`config.mk`:
```
export PLATFORM = sky130hd
export DESIGN_NAME = seq_binary_multiplier_flat
export DESIGN_NICKNAME = d
export VERILOG_FILES = /design/src/rtl/seq_binary_multiplier_if.sv /design/src/rtl/seq_binary_multiplier.sv /design/src/flat_wrapper.sv
export SDC_FILE = /design/constraint.sdc
export NUM_CORES = 1
export LEC_CHECK = 0
export ABC_AREA = 1
export CORE_MARGIN = 2
export CORE_UTILIZATION = 59
export CTS_BUF_LIST = sky130_fd_sc_hd__clkbuf_8
export CTS_CLUSTER_SIZE = 40
export DETAILED_ROUTE_END_ITERATION = 8
export PLACE_DENSITY = 0.87
export SYNTH_ARGS = -nofsm -noshare
export SYNTH_HDL_FRONTEND = slang
export SYNTH_SLANG_ARGS = --single-unit
```
`constraint.sdc`:
```
create_clock -name clk -period 3.9 [get_ports clk]
set_clock_uncertainty 0.1 [all_clocks]
set_input_delay 0.39 -clock clk [delete_from_list [all_inputs] [get_ports clk]]
set_output_delay 0.39 -clock clk [all_outputs]
set_load 0.01 [all_outputs]
```
`src/rtl/seq_binary_multiplier_if.sv`:
```
// Handshake/operand bundle for seq_binary_multiplier.
// master: request side (drives start and operands); slave: the multiplier.
interface seq_binary_multiplier_if #(
  parameter int WIDTH = 4
);
  logic               start;
  logic [WIDTH-1:0]   multiplicand;
  logic [WIDTH-1:0]   multiplier;
  logic [2*WIDTH-1:0] product;
  logic               busy;
  logic               done;

  modport master (
    output start,
    output multiplicand,
    output multiplier,
    input  product,
    input  busy,
    input  done
  );

  modport slave (
    input  start,
    input  multiplicand,
    input  multiplier,
    output product,
    output busy,
    output done
  );
endinterface

```
`src/rtl/seq_binary_multiplier.sv`:
```
// Sequential add-and-shift unsigned multiplier, WIDTH x WIDTH -> 2*WIDTH.
// Optional feature macro: MULT_EARLY_ZERO_EN -- when defined, a request with
// a zero operand completes from IDLE in one cycle without entering ADD/SHIFT.
//
// state   | meaning
// --------+---------------------------------------------------------------
// S_IDLE  | waiting for start; done may be pulsing from the last result
// S_ADD   | conditionally add B into A (when Q[0]=1), decrement P
// S_SHIFT | shift {C,A,Q} right by one; finish when P has reached 0

module full_adder (
  input  logic a,
  input  logic b,
  input  logic cin,
  output logic sum,
  output logic cout
);
  assign sum  = a ^ b ^ cin;
  assign cout = (a & b) | (cin & (a ^ b));
endmodule

module seq_binary_multiplier #(
  parameter int WIDTH = 4
) (
  input  logic                    clk,
  input  logic                    rst_n,
  seq_binary_multiplier_if.slave  bus
);

  localparam int PW = $clog2(WIDTH + 1);

  typedef enum logic [1:0] {
    S_IDLE  = 2'd0,
    S_ADD   = 2'd1,
    S_SHIFT = 2'd2
  } state_t;

  state_t state, state_next;

  logic [WIDTH-1:0] reg_b;
  logic [WIDTH-1:0] reg_q;
  logic [WIDTH-1:0] reg_a;
  logic             reg_c;
  logic [PW-1:0]    cnt_p;

  logic [WIDTH-1:0] sum;
  logic [WIDTH:0]   carry;

  logic load;
  logic add_step;
  logic shift_step;
  logic finish;
  logic zero_finish;

  // Ripple-carry A+B adder built from full_adder cells; carry-out feeds C.
  assign carry[0] = 1'b0;
  for (genvar i = 0; i < WIDTH; i++) begin : g_rca
    full_adder u_fa (
      .a    (reg_a[i]),
      .b    (reg_b[i]),
      .cin  (carry[i]),
      .sum  (sum[i]),
      .cout (carry[i+1])
    );
  end

  // State register.
  always_ff @(posedge clk or negedge rst_n) begin
    if (!rst_n) state <= S_IDLE;
    else        state <= state_next;
  end

  // Next-state and datapath strobes; start is only looked at in S_IDLE,
  // which is what makes a start during an operation harmless.
  always_comb begin
    state_next  = state;
    load        = 1'b0;
    add_step    = 1'b0;
    shift_step  = 1'b0;
    finish      = 1'b0;
    zero_finish = 1'b0;
    case (state)
      S_IDLE: begin
        if (bus.start) begin
`ifdef MULT_EARLY_ZERO_EN
          if ((bus.multiplicand == '0) || (bus.multiplier == '0)) begin
            zero_finish = 1'b1;
          end else begin
            load       = 1'b1;
            state_next = S_ADD;
          end
`else
          load       = 1'b1;
          state_next = S_ADD;
`endif
        end
      end
      S_ADD: begin
        add_step   = 1'b1;
        state_next = S_SHIFT;
      end
      S_SHIFT: begin
        shift_step = 1'b1;
        if (cnt_p == '0) begin
          finish     = 1'b1;
          state_next = S_IDLE;
        end else begin
          state_next = S_ADD;
        end
      end
      default: state_next = S_IDLE;
    endcase
  end

  // Datapath registers and registered outputs.
  always_ff @(posedge clk or negedge rst_n) begin
    if (!rst_n) begin
      reg_b       <= '0;
      reg_q       <= '0;
      reg_a       <= '0;
      reg_c       <= 1'b0;
      cnt_p       <= '0;
      bus.product <= '0;
      bus.busy    <= 1'b0;
      bus.done    <= 1'b0;
    end else begin
      bus.done <= finish | zero_finish;
      if (load) begin
        reg_b    <= bus.multiplicand;
        reg_q    <= bus.multiplier;
        reg_a    <= '0;
        reg_c    <= 1'b0;
        cnt_p    <= PW'(WIDTH);
        bus.busy <= 1'b1;
      end
      if (add_step) begin
        if (reg_q[0]) begin
          reg_a <= sum;
          reg_c <= carry[WIDTH];
        end
        cnt_p <= cnt_p - 1'b1;
      end
      if (shift_step) begin
        reg_c <= 1'b0;
        reg_a <= {reg_c, reg_a[WIDTH-1:1]};
        reg_q <= {reg_a[0], reg_q[WIDTH-1:1]};
        if (finish) begin
          // {A,Q} as it will look after this shift.
          bus.product <= {reg_c, reg_a, reg_q[WIDTH-1:1]};
          bus.busy    <= 1'b0;
        end
      end
      if (zero_finish) begin
        bus.product <= '0;
      end
    end
  end

endmodule

```
`src/flat_wrapper.sv`:
```
// flat-port wrapper written by rule: the top's interface ports become plain ports
module seq_binary_multiplier_flat 
#(
  parameter int WIDTH = 4
)
  (clk, rst_n, bus_start, bus_multiplicand, bus_multiplier, bus_product, bus_busy, bus_done);
  seq_binary_multiplier_if #(.WIDTH(WIDTH)) bus_i ();
  input  logic clk;
  input  logic rst_n;
  input wire logic [$bits(bus_i.start)-1:0] bus_start;
  input wire logic [$bits(bus_i.multiplicand)-1:0] bus_multiplicand;
  input wire logic [$bits(bus_i.multiplier)-1:0] bus_multiplier;
  output wire logic [$bits(bus_i.product)-1:0] bus_product;
  output wire logic [$bits(bus_i.busy)-1:0] bus_busy;
  output wire logic [$bits(bus_i.done)-1:0] bus_done;
  assign bus_i.start = bus_start;
  assign bus_i.multiplicand = bus_multiplicand;
  assign bus_i.multiplier = bus_multiplier;
  assign bus_product = bus_i.product;
  assign bus_busy = bus_i.busy;
  assign bus_done = bus_i.done;
  seq_binary_multiplier #(.WIDTH(WIDTH)) u_core (.clk(clk), .rst_n(rst_n), .bus(bus_i));
endmodule
```
# After elaboration in Yosys (flattened, before gate mapping)
# Index checks and enable logic that the tools add are counted.
# W data, S select, Z words.
# word_totals
wordCells,59
output_inout_bits,10
regBits,28
in_bits,11
# op_classes
bitwise,17
n_mux,24
n_eq_ne,3
add_sub_neg,1
n_reduce_logical,5
# op_table
cell,n
$mux W4,6
$mux W1,14
$and A1 B1 Y1,7
$xor A1 B1 Y1,7
$mux W3,2
$pmux W2 S3,1
$reduce_bool A2 Y1,2
$logic_not A3 Y1,1
$or A1 B1 Y1,3
$sub A3 B1 Y3 const B,1
$eq A2 B1 Y1 const B,1
$eq A2 B2 Y1 const B,1
$logic_not A2 Y1,1
$mux W2,1
$ne A2 B2 Y1 const B,1
$reduce_and A2 Y1,1

# Depth between registers and ports, before layout
# logic_depth
ltp_word,10
mapped_depth,10
mapped_depth_nobuf,10

# Cells and area by module
# Synthesis repeated with hierarchy kept, for this count alone.
# unflattened
cells_unflattened,155
hier_area_um2,1422.6
# by_module_without_submodules
mod,area_each_um2,cells_each,seq_area_each_um2,n_inst
seq_binary_multiplier,1342.5,151,700.7,1
full_adder,20.0,1,0.0,4

# Worst setup path before layout
# No wires, ideal clock.
# synth_path
kind,reg-to-reg
start,register u_core.reg_a[0]
end,register u_core.reg_a[3]
period_less_slack_ns,2.046
stages_incl_launch_ff,11
n_path_buf,0
path_slack_ns,1.854
required_ns,3.734
setup_ns,0.066
arrival_ns,1.880
path_cell_list,dfrtp_1 -> ha_1 -> inv_1 -> fa_1 -> inv_1 -> fa_1 -> fa_1 -> nand4_1 -> nand2_1 -> inv_1 -> nand2_1
# synth_between
elab_chain_len,9
# synth_lines
item,line,rtl
"start, declared",seq_binary_multiplier.sv:42,logic [WIDTH-1:0] reg_a;
"start signal, assigned",seq_binary_multiplier.sv:138,reg_a <= sum;
"start signal, assigned",seq_binary_multiplier.sv:145,"reg_a <= {reg_c, reg_a[WIDTH-1:1]};"
$and A1 B1 Y1 (2 in a row),seq_binary_multiplier.sv:19,assign cout = (a & b) | (cin & (a ^ b));
$or A1 B1 Y1,seq_binary_multiplier.sv:19,
$and A1 B1 Y1,seq_binary_multiplier.sv:19,
$or A1 B1 Y1,seq_binary_multiplier.sv:19,
$xor A1 B1 Y1,seq_binary_multiplier.sv:18,assign sum = a ^ b ^ cin;
$mux W4,seq_binary_multiplier.sv:137,if (reg_q[0]) begin
$mux W4,seq_binary_multiplier.sv:136,if (add_step) begin
$mux W4,seq_binary_multiplier.sv:143,if (shift_step) begin
# No other way between the ends.
# A chain may end at the register's enable or synchronous reset.

# Worst setup path in the final report
# Ends and elaborated chain as after synthesis.

==> metrics.md <==
| Metric | Value |
|---|---|
| Via count of the first global-routing pass | 1062 |
| Worst slew margin | 0.605 |
| Synth top area cells | dfrtp_1 50%, nand2_1 16%, inv_1 4.8%, fa_1 4.3%, nand3_1 4.3% |
| Compound-Gate Fraction of Synth Area | 0.0556 |
| Main combinational cell family by area after synthesis | simple AND/OR/NAND/NOR gates |
| Actual slew at the worst max-slew pin | 592 ps |
| WL per Instance | 13.3 um |
| Slew Viols, Final | 0 |
| Chip height | 52.7 um |
| Final worst-path setup slack | 1700 ps |
| Synth Area in Simple Gates | 0.284 |
| Row cnt | 17 |
| Post-synth EDFFs | 0 |
| Top-count cell post-synth | nand2_1 |
| DIE AREA | 2770 um^2 |
| Worst slack, placed | 1740 ps |
| Tot GR Track Use | 0.233 |
| 1st-iter DRT viols | 22 |
| Final ANT Viol Nets | 0 |
| Antenna violations before repair | 0 |
| Worst-path clk slew | 90 ps |
| Data required, critical path | 4010 ps |
| VDD IR max | 0.000546 V |
| Boundary Pins | 21 |
| Top FF cell, synth | dfrtp_1 |
| Post-route setup TNS | 0 ps |
| Top cell type's share of synthesized area | 0.502 |
| Min cycle time layout | 2200 ps |
| CTS tree | yes |
| Share of flip-flops with an asynchronous set or reset | 1.00 |
| CORE AREA | 2230 um^2 |
| Detailed Routing Iterations Pass 1 | 6 |
| Max-cap viol count | 0 |
| Syn Area/Cell | 8.95 um^2 |
| DR vias | 1099 |
| Clk Latency, worst-skew pair | 270 ps |
| Warnings, synthesis | 0 |
| Cts hold-fix bufs | 0 |
| HPWL after detailed placement | 2030 um |
| Grt ovf | 0 |
| # DRC | 0 |
| Resized cells post-CTS | 0 |
| Port Buffer Count | 20 |
| CTS sink cnt | 28 |
| Synth-to-layout area growth | 17.9% |
| XOR/XNOR Fraction of Synth Area | 0 |
| Diode count | 0 |
| TritonCTS Buffers | 3 |
| Vias per cell | 5.36 |
| NumNets Final | 196 |
| Commonest cells post-synth | 61 x nand2_1, 28 x dfrtp_1, 18 x inv_1 |
| Chip Width | 52.7 um |
| Final setup fails | 0 |
| Flops & latches, synth | 28 |
| Tcrit/Tclk final | 0.564 |
| Post-synth cell types | 22 |
| P_leak | 0.859 nW |
| Status | finished clean |
| Largest net degree at the start of global routing | 29 |
| First-pass GRT wire length | 4510 um |
| Largest area contributor in the netlist | dfrtp_1 |
| Root Driver | clkbuf_8 |
| Starting Density | 0.625 |
| Worst Path Class, Setup | reg2reg |
| Syn_nets | 173 |
| Routed WL | 2730 um |
| RSZ-0062 raised after global routing | no |
| Sequential area share after synthesis | 0.502 |
| Layout cells sized above 1 | 0.0960 |
| PwrDens | 745 nW/um^2 |
| Hold Crit Class | in2async |
| Max Fclk | 455 MHz |
| Area share of fa/ha/maj cells after synthesis | 0.0699 |
| Mux cell area share after synthesis | 0 |
| Placer Congestion | 0.778 |
| Post-Syn Area | 1400 um^2 |
| CP Max Fanout | 4 |
| Reg2Reg Setup Slack | 1700 ps |
| Mapped Cells | 156 |
| Fin. Hold Viols | 0 |
| Maximum buffer depth of the clock tree | 2 |
| Post-CTS setup buffer count | 0 |
| Crit path DAT | 2310 ps |
| Nature of the critical path endpoint | flop |
| H-Tree Depth | 1 |
| Worst Setup Start Kind | flop |
| Length in cells of the worst reg-to-reg path | 10 |
-- cell families (layout without fill, tap and decap cells) --
group           count (synthesis)  count (layout)
simple gates                   86              86
flops                          28              28
compound gates                 11              11
buf+inv                        25              46
fa+ha+maj                       6               6
-- stage by stage --
stage	cells	hold WS [ps]	util	total power (W)	area, um^2
floorplan	156	-5.59	-	0.000892	1400
global placement	202	362	0.719	0.00103	1610
detailed placement	202	366	0.719	0.00108	1610
CTS	205	389	0.737	0.00124	1650
global route	205	408	0.737	0.00133	1650
finish	205	380	0.737	0.00123	1650
-- placed cells by master, fill, tap and decap left out --
| cell type | instances |
|---|---|
| o21ai_1 | 1 |
| nand3b_1 | 1 |
| o21ai_4 | 1 |
| nand2_1 | 61 |
| nand2_4 | 1 |
| o21ai_0 | 6 |
| o21ai_2 | 3 |
| inv_4 | 1 |
| nand3_4 | 1 |
| nor2_4 | 1 |
| inv_6 | 1 |
| clkbuf_8 | 3 |
| inv_1 | 18 |
| ha_1 | 3 |
| inv_2 | 2 |
| clkdlybuf4s50_1 | 20 |
| buf_4 | 1 |
| fa_1 | 3 |
| nor2_8 | 1 |
| nor2_1 | 4 |
| nand4_1 | 3 |
| nand3_1 | 12 |
| dfrtp_1 | 28 |
| nand2_2 | 1 |
-- state kept, by name, summed over array words and instances, names as in the netlist --
| signal | flops |
|---|---|
| u_core.bus.product | 8 |
| u_core.reg_a | 4 |
| u_core.reg_b | 4 |
| u_core.reg_q | 4 |
| u_core.cnt_p | 3 |
| u_core.state | 2 |
| u_core.bus.busy | 1 |
| u_core.bus.done | 1 |
| u_core.reg_c | 1 |
-- path summary, 6_finish.rpt --
kind	from	to
worst max-delay path	u_core.reg_a[0]	u_core.reg_a[3]
worst min-delay path	rst_n	u_core.bus.product[1]
worst max register to register	u_core.reg_a[0]	u_core.reg_a[3]
max in group asynchronous	rst_n	u_core.reg_b[3]
min in group clk	u_core.bus.product[4]	u_core.bus.product[4]
worst min register to register	u_core.bus.product[4]	u_core.bus.product[4]
-- worst max-delay path, cell delays in order (launching register included) --
cell	delay [ps]
dfrtp_1	420
ha_1	200
inv_1	70
fa_1	150
inv_1	50
fa_1	370
fa_1	500
nand4_1	110
nand2_1	80
inv_1	40
nand2_1	50
-- where the power goes --
group,switching [W],internal [W]
clock network,0.0000852,0.0000694
registers,0.000131,0.000415
logic,0.000298,0.000228
-- layer usage --
layer / routed length [um] / share of wire / track usage
met1: 1070 / 0.39 / 0.266
met2: 1470 / 0.54 / 0.419
met3: 121 / 0.044 / 0.0286
met4: 59 / 0.022 / 0.128
met5: 0 / 0 / 0
-- layout make-up --
type / instances / area (um^2)
fillers: 159 / 587
clock buffers: 3 / 41.3
flip-flops and latches: 28 / 701
multi-input cells: 103 / 572
inverters: 22 / 90.1
repair buffers: 21 / 208
well taps: 28 / 35.0
(Power assumes the default switching activity.)
